**config.mk**
```make
export PLATFORM = sky130hd
export DESIGN_NAME = ram_fifo_ctrl
export DESIGN_NICKNAME = d
export VERILOG_FILES = /design/src/rtl/ram_fifo_ctrl.sv
export SDC_FILE = /design/constraint.sdc
export NUM_CORES = 1
export LEC_CHECK = 0
export BUFFER_PORTS_ARGS = -buffer_cell sky130_fd_sc_hd__buf_2
export CELL_PAD_IN_SITES_DETAIL_PLACEMENT = 1
export CELL_PAD_IN_SITES_GLOBAL_PLACEMENT = 1
export CORE_MARGIN = 4
export CORE_UTILIZATION = 30
export DETAILED_ROUTE_END_ITERATION = 8
export PLACE_DENSITY = 0.68
export SLEW_MARGIN = 40
export SYNTH_ARGS = -nofsm -noshare
export SYNTH_HDL_FRONTEND = slang
export SYNTH_SLANG_ARGS = --single-unit
```
**constraint.sdc**
```tcl
create_clock -name clk -period 2.6 [get_ports clk]
set_input_delay 0.13 -clock clk [delete_from_list [all_inputs] [get_ports clk]]
set_output_delay 0.13 -clock clk [all_outputs]
set_load 0.03 [all_outputs]
```
**src/rtl/ram_fifo_ctrl.sv**
```systemverilog
// Stream FIFO controller wrapped around an external simple dual-port RAM with 1-cycle registered reads.
// A 2-entry output buffer absorbs the read latency so push and pop can both run every cycle.
module ram_fifo_ctrl #(
  parameter  int RAM_SIZE   = 64,
  parameter  int DATA_WIDTH = 8,
  localparam int ADDR_WIDTH = $clog2(RAM_SIZE),
  localparam int CNT_WIDTH  = $clog2(RAM_SIZE + 3)
) (
  input  logic                  clk,
  input  logic                  rst_n,
  input  logic [DATA_WIDTH-1:0] in_data,
  input  logic                  in_valid,
  output logic                  in_ready,
  output logic [DATA_WIDTH-1:0] out_data,
  output logic                  out_valid,
  input  logic                  out_ready,
  output logic [CNT_WIDTH-1:0]  count,
  output logic [DATA_WIDTH-1:0] ram_data_in,
  output logic [ADDR_WIDTH-1:0] ram_w_addr,
  output logic                  ram_w_enable,
  output logic [ADDR_WIDTH-1:0] ram_r_addr,
  input  logic [DATA_WIDTH-1:0] ram_data_out
);

  logic [ADDR_WIDTH-1:0] wr_ptr;
  logic [ADDR_WIDTH-1:0] rd_ptr;
  logic [CNT_WIDTH-1:0]  ram_level;
  logic                  pend;
  logic [1:0]            buf_count;
  logic [DATA_WIDTH-1:0] buf_head;
  logic [DATA_WIDTH-1:0] buf_second;
  logic                  push;
  logic                  pop;
  logic                  rd_issue;

  function automatic logic [ADDR_WIDTH-1:0] next_ptr(input logic [ADDR_WIDTH-1:0] p);
    return (p == ADDR_WIDTH'(RAM_SIZE - 1)) ? '0 : p + 1'b1;
  endfunction

  assign in_ready     = rst_n & (ram_level != CNT_WIDTH'(RAM_SIZE));
  assign push         = in_valid & in_ready;
  assign out_valid    = (buf_count != 2'd0);
  assign pop          = out_valid & out_ready;
  assign out_data     = buf_head;
  assign count        = ram_level + CNT_WIDTH'(pend) + CNT_WIDTH'(buf_count);

  // Only issue a read when the buffer is guaranteed a free slot the cycle the data lands.
  assign rd_issue     = (ram_level != '0) &
                        (({1'b0, buf_count} + {2'b00, pend}) < (3'd2 + {2'b00, pop}));

  assign ram_w_enable = push;
  assign ram_w_addr   = wr_ptr;
  assign ram_data_in  = in_data;
  assign ram_r_addr   = rd_ptr;

  always_ff @(posedge clk) begin
    if (!rst_n) begin
      wr_ptr    <= '0;
      rd_ptr    <= '0;
      ram_level <= '0;
      pend      <= 1'b0;
      buf_count <= 2'd0;
    end else begin
      if (push)
        wr_ptr <= next_ptr(wr_ptr);
      if (rd_issue)
        rd_ptr <= next_ptr(rd_ptr);
      pend      <= rd_issue;
      ram_level <= ram_level + CNT_WIDTH'(push) - CNT_WIDTH'(rd_issue);
      buf_count <= buf_count + {1'b0, pend} - {1'b0, pop};
    end
  end

  // Buffer storage is a 2-deep shift: head is always the oldest word.
  always_ff @(posedge clk) begin
    if (rst_n) begin
      case ({pend, pop})
        2'b10: begin
          if (buf_count == 2'd0)
            buf_head <= ram_data_out;
          else
            buf_second <= ram_data_out;
        end
        2'b01: buf_head <= buf_second;
        2'b11: begin
          if (buf_count == 2'd1) begin
            buf_head <= ram_data_out;
          end else begin
            buf_head   <= buf_second;
            buf_second <= ram_data_out;
          end
        end
        default: ;
      endcase
    end
  end

endmodule

```
# Word-level counts from Yosys, hierarchy flattened
# Index checks and enable logic that the tools add are counted.
totals:
  register_bits: 38
  latch_bits: 0
  mem_bits_rw: 0
  mem_bits_ro: 0
  output_inout_bits: 38
  word_cells: 47
  n_memories: 0
op_classes:
  add_sub_neg: 10
  multipliers: 0
  div: 0
  order_cmp: 1
  n_eq_ne: 10
  shifts: 0
  muxes: 8
  bitwise: 4
  n_reduce_logical: 7
ops:
  columns: ["op", "n"]
  rows:
  - ["$mux W8", 4]
  - ["$pmux W8 S3", 1]
  - ["$pmux W8 S2", 1]
  - ["$add A7 B1 Y7", 2]
  - ["$add A6 B1 Y6 const B", 2]
  - ["$eq A6 B6 Y1 const B", 2]
  - ["$mux W6", 2]
  - ["$add A7 B2 Y7", 1]
  - ["$ne A7 B7 Y1 const B", 1]
  - ["$reduce_bool A7 Y1", 1]
  - ["$sub A7 B1 Y7", 1]
  - ["$ne A2 B2 Y1 const B", 3]
  - ["$and A1 B1 Y1", 4]
  - ["$eq A2 B1 Y1 const B", 2]
  - ["$eq A2 B2 Y1 const B", 2]
  - ["$reduce_and A4 Y1", 1]
  - ["$reduce_bool A2 Y1", 2]
  - ["$add A2 B1 Y3", 1]
  - ["$add A2 B1 Y3 const A", 1]
  - ["$lt A3 B3 Y1", 1]
  - ["$reduce_and A3 Y1", 1]
  - ["$reduce_bool A3 Y1", 1]
  - ["$add A2 B1 Y2", 1]
  - ["$logic_not A2 Y1", 1]
  - ["$sub A2 B1 Y2", 1]

# Depth between registers and ports, before layout
# Gate-level depths: netlist of run 1.
depth:
  word_depth: 6
  ltp_mapped: 14
  depth_no_buf: 14

# Worst setup path before layout of run 1
# OpenSTA, ideal clock, no wires.
synth_timing:
  kind: "reg2reg"
  startpoint: "register ram_level[4]"
  endpoint: "register ram_level[6]"
  setup_time_ns: 0.106
  arrival_ns: 2.700
  setup_slack_ns: -0.206
  stages_incl_launch_ff: 15
  n_path_buf: 0
  period_less_slack_ns: 2.806
  cell_sequence: "dfxtp_1 -> inv_1 -> ha_1 -> and4bb_1 -> a21o_1 -> nor2_1 -> ha_1 -> inv_1 -> ha_1 -> inv_1 -> fa_1 -> nor2b_1 -> o221ai_1 -> a21o_1 -> o311ai_0"
synth_via:
  elab_cells_between_ends: 7
  classes_between: "2 x add/sub; 1 x eq/ne; 3 x bitwise; 1 x reduce/logical"
synth_lines:
  columns: ["item", "line_no", "text"]
  rows:
  - ["start: declaration", "27", "logic [CNT_WIDTH-1:0] ram_level;"]
  - ["start signal: assignment", "69", "ram_level <= ram_level + CNT_WIDTH'(push) - CNT_WIDTH'(rd_issue);"]
  - ["$reduce_bool A7 Y1", "48", "assign rd_issue = (ram_level != '0) &"]
  - ["$and A1 B1 Y1", "48", null]
  - ["via rd_issue", "34", "logic rd_issue;"]
  - ["$sub A7 B1 Y7", "69", null]
# The timed path passes the listed nets, and every way through them passes these cells.
# A chain may end at the register's enable or synchronous reset.

# Worst setup path in the final report of run 1
# Ends and elaborated chain as after synthesis.

==> results of run 1 <==
-- cell usage after synthesis, types with 2 or more instances --
cell type	instances	area share (%)
xor2_1	3	1.2
a21oi_1	12	2.8
nand3_1	8	1.8
a31oi_1	2	0.58
fa_1	3	2.8
inv_1	20	3.5
a21o_1	3	1.0
or2_2	3	0.86
o21ai_2	2	0.81
nor2_1	8	1.4
buf_2	2	0.46
edfxtp_1	16	22
o211a_1	2	0.92
nand2_1	17	2.9
or4_1	2	0.69
dfxtp_1	22	20
and2_1	3	0.86
xnor2_1	6	2.4
clkbuf_1	2	0.35
buf_4	8	2.8
nor3_1	6	1.4
nand2b_1	3	0.86
nand4_1	5	1.4
o311ai_0	2	0.81
ha_1	19	11
o21ai_0	8	1.8
nand3b_1	2	0.69
nor2b_1	4	1.2
mux2i_1	4	1.8
mux2_2	8	4.1
-- per-stage QoR --
stage                     cells  TNS, ns
after floorplan             216        0
after global placement      359        0
after detailed placement    359  -0.0195
after CTS                   371        0
after global routing        373  -0.0234
final                       373        0
-- logic make-up (layout without fill, tap and decap cells) --
kind of cell    count (synthesis)  in the layout  synth area share (%)
buf+inv                        32             93                  7.02
flops                          38             38                  42.3
compound gates                 38             38                  11.6
mux                            12             12                  5.98
fa+ha+maj                      22             22                  13.7
simple gates                   65             65                  15.7
xor+xnor                        9              9                  3.63
-- report_power, final --
| part | switching (mW) | internal [mW] | leakage [nW] |
|---|---|---|---|
| logic | 1.11 | 0.838 | 0.884 |
| clock network | 0.222 | 0.384 | 0.0683 |
| registers | 0.0774 | 0.779 | 0.329 |
| total | 1.40 | 2.00 | 1.28 |
-- final timing paths --
path	to	slack, ns	start
hold / removal	buf_second[3]	0.03	ram_data_out[3]
setup reg to reg	ram_level[6]	0.11	ram_level[4]
setup / recovery	ram_level[6]	0.11	ram_level[4]
hold reg to reg	ram_w_addr[4]	0.48	ram_w_addr[4]
-- routing by layer --
metal,track usage (%),up-vias
li1,-,875
met2,19.9,38
met3,2.90,5
met1,16.2,848
met4,4.52,0
met5,0,-
-- layout make-up --
class,instances,area (µm²),share of cell area (%)
well taps,96,120,4.29
inverters,20,75.1,2.68
flip-flops and latches,38,927,33.1
repair buffers,65,385,13.8
clock buffers,5,68.8,2.46
clock inverters,3,68.8,2.46
multi-input cells,146,1150,41.2
-- what timing repair did --
item / CTS / global route
gates resized for setup: 6 / 6
endpoints found under the setup margin: 1 / 2
buffers inserted: 4 / 2
gates cloned: 0 / 0
pin swaps: 6 / 7
-- sequential cells by signal (all words and copies together), names as in the netlist --
register / cells
buf_second: 8
out_data: 8
ram_level: 7
ram_r_addr: 6
ram_w_addr: 6
buf_count: 2
pend: 1
==> impl_results.html, run 1 <==
<table>
<tr><th>Metric</th><th>Value</th></tr>
<tr><th colspan="2">GRT</th></tr>
<tr><td>Total gr overflow</td><td>0</td></tr>
<tr><td>Pin count of the biggest net entering global routing</td><td>20</td></tr>
<tr><td>GRT Overall Usage</td><td>12.4%</td></tr>
<tr><td>Wire length of the first global-routing pass</td><td>8.56 mm</td></tr>
<tr><td>Vias in the first global route</td><td>about 1800</td></tr>
<tr><td>Antenna violations before repair</td><td>0</td></tr>
<tr><th colspan="2">Setup path</th></tr>
<tr><td>Crit path required time</td><td>around 2.8 ns</td></tr>
<tr><td>Critical Path Source Type</td><td>flop</td></tr>
<tr><td>Slowest Stage Delay on Critical Path</td><td>between 0.3 and 0.4 ns</td></tr>
<tr><td>Critical path type</td><td>flop to flop</td></tr>
<tr><td>Number of cells traversed by the worst register-to-register path</td><td>14</td></tr>
<tr><td>Levels on crit path</td><td>14</td></tr>
<tr><td>Crit path cell chain</td><td>inv_2 &gt; ha_2 &gt; and4bb_1 &gt; a21o_1 &gt; nor2_4 &gt; ha_4 &gt; inv_2 &gt; ha_4 &gt; inv_2 &gt; fa_2 &gt; nor2b_4 &gt; o221ai_2 &gt; a21o_1 &gt; o311ai_1</td></tr>
<tr><td>Worst endpoint data arrival time</td><td>around 2.7 ns</td></tr>
<tr><td>Most frequent cell on the critical path</td><td>inv_2</td></tr>
<tr><td>Crit path buffers/inverters</td><td>3</td></tr>
<tr><td>Cell with the largest stage delay on the worst path</td><td>fa_2</td></tr>
<tr><td>Largest fanout on the critical path</td><td>3</td></tr>
<tr><td>Top Family by Delay on Critical Path</td><td>adder cells</td></tr>
<tr><td>CP endpoint kind</td><td>flop</td></tr>
<tr><th colspan="2">CTS</th></tr>
<tr><td>CTS Hold Bufs</td><td>0</td></tr>
<tr><td>Clock H-tree levels</td><td>2</td></tr>
<tr><td>Clk pin slew, worst setup/hold paths</td><td>0.08 ns</td></tr>
<tr><td>Cell chosen for the clock root</td><td>clkbuf_8</td></tr>
<tr><td>Clock Latency Late Sink</td><td>0.29 ns</td></tr>
<tr><td># clock sinks</td><td>38</td></tr>
<tr><td>Clock tree from TritonCTS</td><td>built</td></tr>
<tr><td>Worst-case clock buffer depth</td><td>2</td></tr>
<tr><td>Number of buffers added by the clock tree synthesis step</td><td>5</td></tr>
<tr><th colspan="2">Final layout</th></tr>
<tr><td>Final core occ</td><td>between 40 and 50%</td></tr>
<tr><td>Commonest cells after routing, fill and taps aside</td><td>41 x buf_2, 24 x buf_4, 17 x nand2_1, 17 x dfxtp_1</td></tr>
<tr><td>Layout Area Growth over Synthesis</td><td>28.7%</td></tr>
<tr><td>Layout cells sized above 1</td><td>a little under two fifths</td></tr>
<tr><td>Post-route cell area</td><td>between 2000 and 3000 µm²</td></tr>
<tr><td>Net count, final</td><td>318</td></tr>
<tr><td>Number of inserted filler cells in the final layout</td><td>a little over 800</td></tr>
<tr><td>Most common library cell in the layout ignoring fill and taps</td><td>buf_2</td></tr>
<tr><td>Antenna diode count</td><td>0</td></tr>
<tr><th colspan="2">Timing</th></tr>
<tr><td>Count of endpoints failing setup in the final report</td><td>0</td></tr>
<tr><td>Final Slew Violations</td><td>0</td></tr>
<tr><td>Maximum operating frequency</td><td>roughly 0.40 GHz</td></tr>
<tr><td>Worst hold slack</td><td>between 0.02 and 0.03 ns</td></tr>
<tr><td>Pin slew with the least headroom to its limit</td><td>around 0.6 ns</td></tr>
<tr><td>Setup skew after layout</td><td>~0.0075 ns</td></tr>
<tr><td>Worst slew margin relative to its limit</td><td>59.9%</td></tr>
<tr><td>Worst path setup slack after routing</td><td>0.114 ns</td></tr>
<tr><td>Clock period minus final worst setup slack</td><td>2.49 ns</td></tr>
<tr><td>Hold Fails Final Rpt</td><td>0</td></tr>
<tr><td>Ratio of final minimum period to clock period</td><td>95.6%</td></tr>
<tr><th colspan="2">Synth</th></tr>
<tr><td>Average cell area after synthesis</td><td>slightly above 10 µm²</td></tr>
<tr><td>Cells after synthesis</td><td>about 220</td></tr>
<tr><td>Post-synthesis cell type count</td><td>just over 40</td></tr>
<tr><td>Async S/R FF share, synth</td><td>0%</td></tr>
<tr><td>Syn nets</td><td>about 260</td></tr>
<tr><td>Syn. warnings</td><td>0</td></tr>
<tr><td>Flip-flop and latch count after synthesis</td><td>38</td></tr>
<tr><td>Main flop type after synthesis</td><td>dfxtp_1</td></tr>
<tr><td>Count of flip-flops with a built-in enable after synthesis</td><td>16</td></tr>
<tr><td>Share of the yosys chip area belonging to registers</td><td>between 40% and 50%</td></tr>
<tr><td>Post-synthesis instance area</td><td>~2200 µm²</td></tr>
<tr><th colspan="2">Drt</th></tr>
<tr><td>Number of DRC violations after detailed routing</td><td>0</td></tr>
<tr><td>Top sig layer</td><td>met4</td></tr>
<tr><td>Post-detailed-route wirelength per cell</td><td>~14 µm</td></tr>
<tr><td>Iteration-0 DRC Markers</td><td>70</td></tr>
<tr><td>Routed metal-1 wirelength</td><td>~2.4 mm</td></tr>
<tr><td>Total via count in the routed design</td><td>approximately 1800</td></tr>
<tr><td>Length of routed met2 wiring</td><td>around 2.4 mm</td></tr>
<tr><td>Final wirelength</td><td>between 5 and 6 mm</td></tr>
<tr><td>Detailed-routing iteration count for the pre-antenna-repair pass</td><td>4</td></tr>
<tr><td>Post-DRT Antenna Nets</td><td>0</td></tr>
<tr><td>Number of vias per cell after detailed routing</td><td>around 4.7</td></tr>
<tr><td>Met3 wire len</td><td>around 230 µm</td></tr>
<tr><th colspan="2">Run</th></tr>
<tr><td>Max-Cap Viols</td><td>0</td></tr>
<tr><th colspan="2">Power and ir drop</th></tr>
<tr><td>Static power due to leakage</td><td>1.28 nW</td></tr>
<tr><td>Worst-case vdd ir drop</td><td>about 0.37 mV</td></tr>
<tr><td>P per Cell Area</td><td>1220 nW/µm²</td></tr>
<tr><td>Total Power Consumption</td><td>around 3.4 mW</td></tr>
<tr><th colspan="2">Placed design</th></tr>
<tr><td>Instance area at placement</td><td>2580 µm²</td></tr>
<tr><td>Total half-perimeter wirelength after legalization and detailed placement</td><td>slightly below 4 mm</td></tr>
<tr><td>Pre-CTS worst setup slack</td><td>-0.0195 ns</td></tr>
<tr><td>Routability congestion estimate</td><td>between 0.7 and 0.8</td></tr>
<tr><td>PortBufs</td><td>41</td></tr>
<tr><th colspan="2">Floorplanning</th></tr>
<tr><td>Number of cell rows</td><td>30</td></tr>
<tr><td>Number of top-level pins</td><td>between 50 and 60</td></tr>
<tr><td>Die height</td><td>93.1 µm</td></tr>
<tr><td>Core ar.</td><td>approximately 6900 µm²</td></tr>
<tr><td>Width of the die</td><td>between 90 and 100 µm</td></tr>
<tr><td>Effective utilization at floorplan</td><td>between 30% and 40%</td></tr>
<tr><td>Die Footprint</td><td>8680 µm²</td></tr>
<tr><th colspan="2">Min path</th></tr>
<tr><td>HP Class</td><td>input port to flop</td></tr>
<tr><td>Worst Hold Path Cells</td><td>1</td></tr>
<tr><th colspan="2">Run status</th></tr>
<tr><td>Result of the run</td><td>completed</td></tr>
</table>
No activity file was read; power rests on OpenSTA's default activity.
==> run 2: changes to the inputs <==
- ABC_AREA: not set -> 1
- PLACE_DENSITY: 0.68 -> 0.69
- REMOVE_ABC_BUFFERS: not set -> 1
==> impl_results.html, run 2 <==
<table>
<tr><th>Metric</th><th>Value</th></tr>
<tr><th colspan="2">Synth</th></tr>
<tr><td>Average cell area after synthesis</td><td>8.90 µm² (-12%)</td></tr>
<tr><td>Main flop type after synthesis</td><td>dfxtp_1</td></tr>
<tr><td>Async S/R FF share, synth</td><td>0% (unchanged)</td></tr>
<tr><td>Cells after synthesis</td><td>253 (+17%)</td></tr>
<tr><td>XOR/XNOR share of the synthesized area</td><td>3.89% (+0.26 points)</td></tr>
<tr><td>Ranking of synthesized cells by area</td><td>edfxtp_1 21%, dfxtp_1 20%, ha_1 11%</td></tr>
<tr><td>Adder and majority cell fraction of the synthesized area</td><td>13.2% (-0.47 points)</td></tr>
<tr><td>Most common cell in the netlist</td><td>nand2_1</td></tr>
<tr><td>Synth Area in Simple Gates</td><td>19.3% (+3.6 points)</td></tr>
<tr><td>Share of the yosys chip area belonging to registers</td><td>40.9% (-1.5 points)</td></tr>
<tr><td>Most numerous cell types in the synthesized netlist</td><td>39 x nand2_1, 37 x inv_1, 23 x nor2_1</td></tr>
<tr><td>Compound-Gate Fraction of Synth Area</td><td>6.50% (-5.1 points)</td></tr>
<tr><td>Syn. warnings</td><td>0 (unchanged)</td></tr>
<tr><td>Count of flip-flops with a built-in enable after synthesis</td><td>16 (unchanged)</td></tr>
<tr><td>Post-synth top area cell</td><td>edfxtp_1</td></tr>
<tr><td>Combinational family with the most area after synthesis</td><td>simple AND/OR/NAND/NOR gates</td></tr>
<tr><td>Flip-flop and latch count after synthesis</td><td>38 (unchanged)</td></tr>
<tr><td>Post-synthesis cell type count</td><td>28 (-32%)</td></tr>
<tr><td>Top-area cell type share of the netlist area</td><td>21.3% (-0.76 points)</td></tr>
<tr><td>Mux contribution to synthesized area</td><td>5.33% (-0.65 points)</td></tr>
<tr><td>Post-synthesis instance area</td><td>2250 µm² (+3.6%)</td></tr>
<tr><th colspan="2">Timing</th></tr>
<tr><td>Hold Fails Final Rpt</td><td>0 (unchanged)</td></tr>
<tr><td>Worst path setup slack after routing</td><td>0.186 ns (+0.0718 ns)</td></tr>
<tr><td>Clock period minus final worst setup slack</td><td>2.41 ns (-0.0718 ns)</td></tr>
<tr><td>Ratio of final minimum period to clock period</td><td>92.8% (-2.8 points)</td></tr>
<tr><td>Unrepaired setup endpoints after global routing</td><td>no</td></tr>
<tr><td>Final Slew Violations</td><td>0 (unchanged)</td></tr>
<tr><td>Pin slew with the least headroom to its limit</td><td>0.781 ns (+0.187 ns)</td></tr>
<tr><td>Setup TNS after final layout</td><td>0 ns (unchanged)</td></tr>
<tr><td>Maximum operating frequency</td><td>0.414 GHz (+3.0%)</td></tr>
<tr><td>Worst slew margin relative to its limit</td><td>47.9% (-12 points)</td></tr>
<tr><td>Setup skew after layout</td><td>0.00231 ns (-0.00517 ns)</td></tr>
<tr><td>Count of endpoints failing setup in the final report</td><td>0 (unchanged)</td></tr>
<tr><th colspan="2">Floorplanning</th></tr>
<tr><td>Number of top-level pins</td><td>58 (unchanged)</td></tr>
<tr><td>Width of the die</td><td>94.6 µm (+1.6%)</td></tr>
<tr><td>Effective utilization at floorplan</td><td>30.9% (-0.60 points)</td></tr>
<tr><td>Die Footprint</td><td>8960 µm² (+3.3%)</td></tr>
<tr><td>Die height</td><td>94.6 µm (+1.6%)</td></tr>
<tr><td>Core ar.</td><td>7290 µm² (+5.6%)</td></tr>
<tr><td>Number of cell rows</td><td>31 (+3.3%)</td></tr>
<tr><th colspan="2">GRT</th></tr>
<tr><td>GRT Overall Usage</td><td>12.2% (-0.16 points)</td></tr>
<tr><td>Pin count of the biggest net entering global routing</td><td>18 (-10%)</td></tr>
<tr><td>Antenna violations before repair</td><td>0 (unchanged)</td></tr>
<tr><td>Vias in the first global route</td><td>1815 (+2.4%)</td></tr>
<tr><td>Total gr overflow</td><td>0 (unchanged)</td></tr>
<tr><td>Wire length of the first global-routing pass</td><td>8.56 mm (about the same)</td></tr>
<tr><th colspan="2">Run</th></tr>
<tr><td>Max-Cap Viols</td><td>0 (unchanged)</td></tr>
<tr><th colspan="2">Placed design</th></tr>
<tr><td>Routability congestion estimate</td><td>0.765 (+0.71%)</td></tr>
<tr><td>Total half-perimeter wirelength after legalization and detailed placement</td><td>4.08 mm (+3.6%)</td></tr>
<tr><td>PortBufs</td><td>41 (unchanged)</td></tr>
<tr><td>Pre-CTS worst setup slack</td><td>-0.00455 ns (+0.0150 ns)</td></tr>
<tr><td>Number of placed instances, taps included</td><td>391 (+8.9%)</td></tr>
<tr><th colspan="2">Final layout</th></tr>
<tr><td>Commonest cells after routing, fill and taps aside</td><td>41 x buf_2, 38 x nand2_1, 31 x inv_1</td></tr>
<tr><td>Final cell count without fillers</td><td>402 (+7.8%)</td></tr>
<tr><td>Most common library cell in the layout ignoring fill and taps</td><td>buf_2</td></tr>
<tr><td>Layout Area Growth over Synthesis</td><td>23.6%</td></tr>
<tr><td>Net count, final</td><td>344 (+8.2%)</td></tr>
<tr><td>Layout cells sized above 1</td><td>34.0% (-3.2 points)</td></tr>
<tr><td>Antenna diode count</td><td>0 (unchanged)</td></tr>
<tr><th colspan="2">CTS</th></tr>
<tr><td>Clk pin slew, worst setup/hold paths</td><td>0.08 ns (about the same)</td></tr>
<tr><td>Clock Latency Late Sink</td><td>0.29 ns (about the same)</td></tr>
<tr><td># clock sinks</td><td>38 (unchanged)</td></tr>
<tr><td>Clock tree from TritonCTS</td><td>built</td></tr>
<tr><td>Cell chosen for the clock root</td><td>clkbuf_8</td></tr>
<tr><td>Number of buffers added by the clock tree synthesis step</td><td>5 (unchanged)</td></tr>
<tr><td>Worst-case clock buffer depth</td><td>2 (unchanged)</td></tr>
<tr><td>Clock H-tree levels</td><td>2 (unchanged)</td></tr>
<tr><th colspan="2">Setup path</th></tr>
<tr><td>Largest fanout on the critical path</td><td>3 (unchanged)</td></tr>
<tr><td>Crit path required time</td><td>2.79 ns (about the same)</td></tr>
<tr><td>CP endpoint kind</td><td>flop</td></tr>
<tr><td>Worst endpoint data arrival time</td><td>2.60 ns (-0.09 ns)</td></tr>
<tr><td>Critical path type</td><td>flop to flop</td></tr>
<tr><td>Critical Path Source Type</td><td>flop</td></tr>
<tr><th colspan="2">Power and ir drop</th></tr>
<tr><td>P per Cell Area</td><td>1200 nW/µm² (-1.5%)</td></tr>
<tr><td>Worst-case vdd ir drop</td><td>0.428 mV (+16%)</td></tr>
<tr><td>Static power due to leakage</td><td>1.31 nW (+2.6%)</td></tr>
<tr><td>Total Power Consumption</td><td>3.34 mW (-1.9%)</td></tr>
<tr><th colspan="2">Drt</th></tr>
<tr><td>Final wirelength</td><td>5.28 mm (+2.6%)</td></tr>
<tr><td>Total via count in the routed design</td><td>1821 (+3.1%)</td></tr>
<tr><td>Number of DRC violations after detailed routing</td><td>0 (unchanged)</td></tr>
<tr><td>Iteration-0 DRC Markers</td><td>19 (-73%)</td></tr>
<tr><td>Number of vias per cell after detailed routing</td><td>4.53 (-4.3%)</td></tr>
<tr><td>Detailed-routing iteration count for the pre-antenna-repair pass</td><td>4 (unchanged)</td></tr>
<tr><td>Post-DRT Antenna Nets</td><td>0 (unchanged)</td></tr>
<tr><td>Post-detailed-route wirelength per cell</td><td>13.1 µm (-4.8%)</td></tr>
<tr><th colspan="2">Min path</th></tr>
<tr><td>HP Class</td><td>input port to flop</td></tr>
<tr><th colspan="2">Run status</th></tr>
<tr><td>Result of the run</td><td>completed</td></tr>
</table>
## run 2: layout make-up
cell class	instances	area, µm²
Clock buffer	5	68.8
Clock inverter	3	68.8
Timing Repair Buffer	53	295
Sequential cell	38	930
Fill cell	886	4510
Tap cell	99	124
Inverter	43	163
Multi-Input combinational cell	161	1130
## run 2: power by group
part	internal [mW]	leakage, nW	switching (mW)
Combinational	0.671	0.916	1.15
Sequential	0.797	0.330	0.113
Clock	0.385	0.0683	0.225
## run 2: worst paths after layout
check,to,startpoint,cells after the start,slack (ns)
hold / removal,buf_second[7],ram_data_out[7],1,0.03
setup / recovery,ram_level[6],pend,18,0.19
hold reg to reg,ram_w_addr[1],ram_w_addr[1],2,0.51
setup reg to reg,ram_level[6],pend,18,0.19
## run 2: timing repair
| item | in CTS | in global routing |
|---|---|---|
| endpoints found under the setup margin | 1 | 2 |
| hold buffers | 0 | 0 |
| gates resized for setup | 3 | 18 |
| setup buffers | 1 | 2 |
| pin swaps | 3 | 3 |
## run 2: critical path: stages (launching register included)
cell and delay (ns):
dfxtp_4 0.36, ha_4 0.16, ha_4 0.26, nand2_2 0.06
nand3_2 0.06, inv_1 0.05, ha_1 0.27, inv_2 0.07
ha_4 0.12, inv_2 0.04, fa_2 0.34, inv_2 0.07
nand3_1 0.08, nand2_2 0.09, nand2_1 0.05, nand2_1 0.07
nand2_1 0.05, nand2_1 0.06, nor2_1 0.04
## run 2: layer usage
layer,share of wire [%],GRT usage [%]
met2,50,21.0
met1,44,14.8
met3,4.6,3.59
met4,1.3,3.25
met5,0,0
## run 2: metrics by stage
stage | util, % | cell area (µm²) | hold WS [ns]
5_1_grt | 38.2 | 2780 | 0.0189
4_1_cts | 37.3 | 2720 | 0.0159
6_report | 38.2 | 2780 | 0.0294
2_1_floorplan | - | 2170 | 0.223
3_3_place_gp | 35.2 | 2570 | 0.260
3_5_place_dp | 35.2 | 2570 | 0.260
## run 2: logic make-up (layout without fill, tap and decap cells)
logic type	Yosys count	in the layout
AND/OR/NAND/NOR	93	93
buffers and inverters	54	104
flip-flops	38	38
AO/OA/AOI/OAI	28	28
adder cells (fa/ha/maj)	22	22
XOR/XNOR	10	10
multiplexers	8	8
==> run 3: changes to the inputs <==
- HOLD_SLACK_MARGIN: not set -> 0.1
==> impl_results.html, run 3 (synthesis gave the netlist of run 2 again) <==
<table>
<tr><th>Metric</th><th>Value</th></tr>
<tr><th colspan="2">Min path</th></tr>
<tr><td>HP Class</td><td>input port to output pin</td></tr>
<tr><td>End point of the worst hold path</td><td>ram_data_in[0]</td></tr>
<tr><td>Start point of the worst hold path</td><td>in_data[0]</td></tr>
<tr><td>Worst Hold Path Cells</td><td>0 (-1)</td></tr>
<tr><th colspan="2">Setup path</th></tr>
<tr><td>CP endpoint kind</td><td>flop</td></tr>
<tr><td>Worst endpoint data arrival time</td><td>2.60 ns (about the same)</td></tr>
<tr><td>Critical path type</td><td>flop to flop</td></tr>
<tr><td>Worst R2R Setup Slack</td><td>0.19 ns (about the same)</td></tr>
<tr><td>Source of the worst register-to-register timing path</td><td>pend</td></tr>
<tr><td>Number of cells traversed by the worst register-to-register path</td><td>18 (unchanged)</td></tr>
<tr><td>Critical Path Source Type</td><td>flop</td></tr>
<tr><td>Crit path required time</td><td>2.79 ns (about the same)</td></tr>
<tr><td>Reg-to-Reg End</td><td>ram_level[6]</td></tr>
<tr><td>Largest fanout on the critical path</td><td>3 (unchanged)</td></tr>
<tr><th colspan="2">Floorplanning</th></tr>
<tr><td>Width of the die</td><td>94.6 µm (unchanged)</td></tr>
<tr><td>Core ar.</td><td>7290 µm² (unchanged)</td></tr>
<tr><td>Effective utilization at floorplan</td><td>30.9% (unchanged)</td></tr>
<tr><td>Number of cell rows</td><td>31 (unchanged)</td></tr>
<tr><td>Number of top-level pins</td><td>58 (unchanged)</td></tr>
<tr><td>Die Footprint</td><td>8960 µm² (unchanged)</td></tr>
<tr><td>Die height</td><td>94.6 µm (unchanged)</td></tr>
<tr><th colspan="2">Drt</th></tr>
<tr><td>Post-detailed-route wirelength per cell</td><td>13.1 µm (-0.50%)</td></tr>
<tr><td>Number of vias per cell after detailed routing</td><td>4.51 (-0.34%)</td></tr>
<tr><td>Iteration-0 DRC Markers</td><td>22 (+3)</td></tr>
<tr><td>Total via count in the routed design</td><td>1851 (+1.6%)</td></tr>
<tr><td>Detailed-routing iteration count for the pre-antenna-repair pass</td><td>4 (unchanged)</td></tr>
<tr><td>Final wirelength</td><td>5.36 mm (+1.5%)</td></tr>
<tr><td>Number of DRC violations after detailed routing</td><td>0 (unchanged)</td></tr>
<tr><td>Post-DRT Antenna Nets</td><td>0 (unchanged)</td></tr>
<tr><th colspan="2">Power and ir drop</th></tr>
<tr><td>Power share of the sequential group</td><td>27.2% (about the same)</td></tr>
<tr><td>Combinational group share of total power</td><td>54.6% (about the same)</td></tr>
<tr><td>Total Power Consumption</td><td>3.35 mW (+0.30%)</td></tr>
<tr><td>Worst-case vdd ir drop</td><td>0.428 mV (about the same)</td></tr>
<tr><td>Net Switching</td><td>1.49 mW (+0.15%)</td></tr>
<tr><td>Internal power</td><td>1.86 mW (+0.43%)</td></tr>
<tr><td>P per Cell Area</td><td>1170 nW/µm² (-2.5%)</td></tr>
<tr><td>Switching fraction of total power</td><td>44.4% (-0.069 points)</td></tr>
<tr><td>Proportion of power drawn by the clock network</td><td>18.2% (about the same)</td></tr>
<tr><td>Static power due to leakage</td><td>1.35 nW (+2.5%)</td></tr>
<tr><th colspan="2">GRT</th></tr>
<tr><td>Pin count of the biggest net entering global routing</td><td>18 (unchanged)</td></tr>
<tr><td>GRT Overall Usage</td><td>12.3% (+0.10 points)</td></tr>
<tr><td>Total gr overflow</td><td>0 (unchanged)</td></tr>
<tr><td>Antenna violations before repair</td><td>0 (unchanged)</td></tr>
<tr><td>Wire length of the first global-routing pass</td><td>8.65 mm (+1.0%)</td></tr>
<tr><td>Vias in the first global route</td><td>1848 (+1.8%)</td></tr>
<tr><th colspan="2">Timing</th></tr>
<tr><td>Ratio of final minimum period to clock period</td><td>92.8% (about the same)</td></tr>
<tr><td>Pin slew with the least headroom to its limit</td><td>0.762 ns (-0.0192 ns)</td></tr>
<tr><td>Worst slew margin relative to its limit</td><td>49.2% (+1.3 points)</td></tr>
<tr><td>Hold Fails Final Rpt</td><td>0 (unchanged)</td></tr>
<tr><td>Count of endpoints failing setup in the final report</td><td>0 (unchanged)</td></tr>
<tr><td>Unrepaired setup endpoints after global routing</td><td>no</td></tr>
<tr><td>Final Slew Violations</td><td>0 (unchanged)</td></tr>
<tr><td>Worst path setup slack after routing</td><td>0.186 ns (+0.0000800 ns)</td></tr>
<tr><td>Setup skew after layout</td><td>0.00219 ns (-0.000120 ns)</td></tr>
<tr><td>Maximum operating frequency</td><td>0.414 GHz (about the same)</td></tr>
<tr><td>Clock period minus final worst setup slack</td><td>2.41 ns (-0.0000800 ns)</td></tr>
<tr><th colspan="2">CTS</th></tr>
<tr><td># clock sinks</td><td>38 (unchanged)</td></tr>
<tr><td>Number of buffers added by the clock tree synthesis step</td><td>5 (unchanged)</td></tr>
<tr><td>Worst-case clock buffer depth</td><td>2 (unchanged)</td></tr>
<tr><td>Clock tree from TritonCTS</td><td>built</td></tr>
<tr><td>Clock Latency Late Sink</td><td>0.29 ns (about the same)</td></tr>
<tr><td>Clock H-tree levels</td><td>2 (unchanged)</td></tr>
<tr><td>Clk pin slew, worst setup/hold paths</td><td>0.08 ns (about the same)</td></tr>
<tr><td>Cell chosen for the clock root</td><td>clkbuf_8</td></tr>
<tr><th colspan="2">Run status</th></tr>
<tr><td>Result of the run</td><td>completed</td></tr>
<tr><th colspan="2">Final layout</th></tr>
<tr><td>Commonest cells after routing, fill and taps aside</td><td>41 x buf_2, 38 x nand2_1, 31 x inv_1</td></tr>
<tr><td>Layout Area Growth over Synthesis</td><td>27.2%</td></tr>
<tr><td>Antenna diode count</td><td>0 (unchanged)</td></tr>
<tr><td>Most common library cell in the layout ignoring fill and taps</td><td>buf_2</td></tr>
<tr><td>Net count, final</td><td>352 (+2.3%)</td></tr>
<tr><td>Layout cells sized above 1</td><td>33.1% (-0.87 points)</td></tr>
<tr><th colspan="2">Run</th></tr>
<tr><td>Max-Cap Viols</td><td>0 (unchanged)</td></tr>
<tr><th colspan="2">Placed design</th></tr>
<tr><td>Routability congestion estimate</td><td>0.765 (unchanged)</td></tr>
<tr><td>Pre-CTS worst setup slack</td><td>-0.00455 ns (unchanged)</td></tr>
<tr><td>PortBufs</td><td>41 (unchanged)</td></tr>
<tr><td>Total half-perimeter wirelength after legalization and detailed placement</td><td>4.08 mm (unchanged)</td></tr>
</table>
## run 3: changes by cell type in the layout (fill, tap and decap cells not counted), sizes merged
cell / change
dlygate4sd3: +8
## run 3: power groups by stage
| stage | clock [mW] | combinational [mW] | sequential, mW |
|---|---|---|---|
| after floorplan | 0 | 1.11 | 1.02 |
| after CTS | 0.631 | 1.76 | 0.892 |
| after detailed placement | 0 | 1.72 | 0.904 |
| final | 0.611 | 1.83 | 0.910 |
| after global routing | 0.647 | 2.05 | 0.933 |
| after global placement | 0 | 1.69 | 0.891 |
## run 3: routing by layer
| metal | vias up | GRT usage (%) | share of wire (%) |
|---|---|---|---|
| li1 | 920 | - | - |
| met1 | 884 | 15.0 | 44 |
| met2 | 42 | 21.3 | 50 |
| met3 | 5 | 3.51 | 4.6 |
| met4 | 0 | 3.25 | 1.2 |
| met5 | - | 0 | 0 |
## run 3: final cells by class
cell class / instances / area, µm²
tap: 99 / 124
multi-input combinational: 161 / 1130
fill: 882 / 4430
timing repair buffer: 61 / 375
sequential: 38 / 930
clock buffer: 5 / 68.8
inverter: 43 / 163
clock inverter: 3 / 68.8
## run 3: worst max-delay path, cell delays in order, from the launching register on
cell and delay (ns):
dfxtp_4 0.36, ha_4 0.16, ha_4 0.26, nand2_2 0.06
nand3_2 0.06, inv_1 0.05, ha_1 0.27, inv_2 0.07
ha_4 0.12, inv_2 0.04, fa_2 0.34, inv_2 0.07
nand3_1 0.08, nand2_2 0.09, nand2_1 0.05, nand2_1 0.07
nand2_1 0.05, nand2_1 0.06, nor2_1 0.04
## run 3: timing repair
action                                  4_1_cts  5_1_grt
hold endpoints to repair                      8        0
hold buffers                                  8        0
pin swaps                                     3        3
gates resized for setup                       3       18
endpoints found under the setup margin        1        2
setup buffers                                 1        2
## run 3: through the flow
step           util [%]  instances  instance area [µm²]  setup TNS (ns)  hold WS (ns)
3_3_place_gp       35.2        391                 2570               0         0.260
6_report           39.3        410                 2860               0         0.260
4_1_cts            38.3        408                 2800               0         0.260
2_1_floorplan         -        242                 2170               0         0.223
3_5_place_dp       35.2        391                 2570        -0.00455         0.260
5_1_grt            39.3        410                 2860               0         0.260
## run 3: how the worst max path moves through the flow
stage | startpoint | endpoint | slack [ns]
floorplan | pend | ram_level[6] | 0.02
global placement | pend | ram_level[6] | 0.09
detailed placement | pend | ram_level[6] | -0.005
CTS | pend | ram_level[6] | 0.001
global route | pend | ram_level[6] | 0.007
finish | pend | ram_level[6] | 0.19
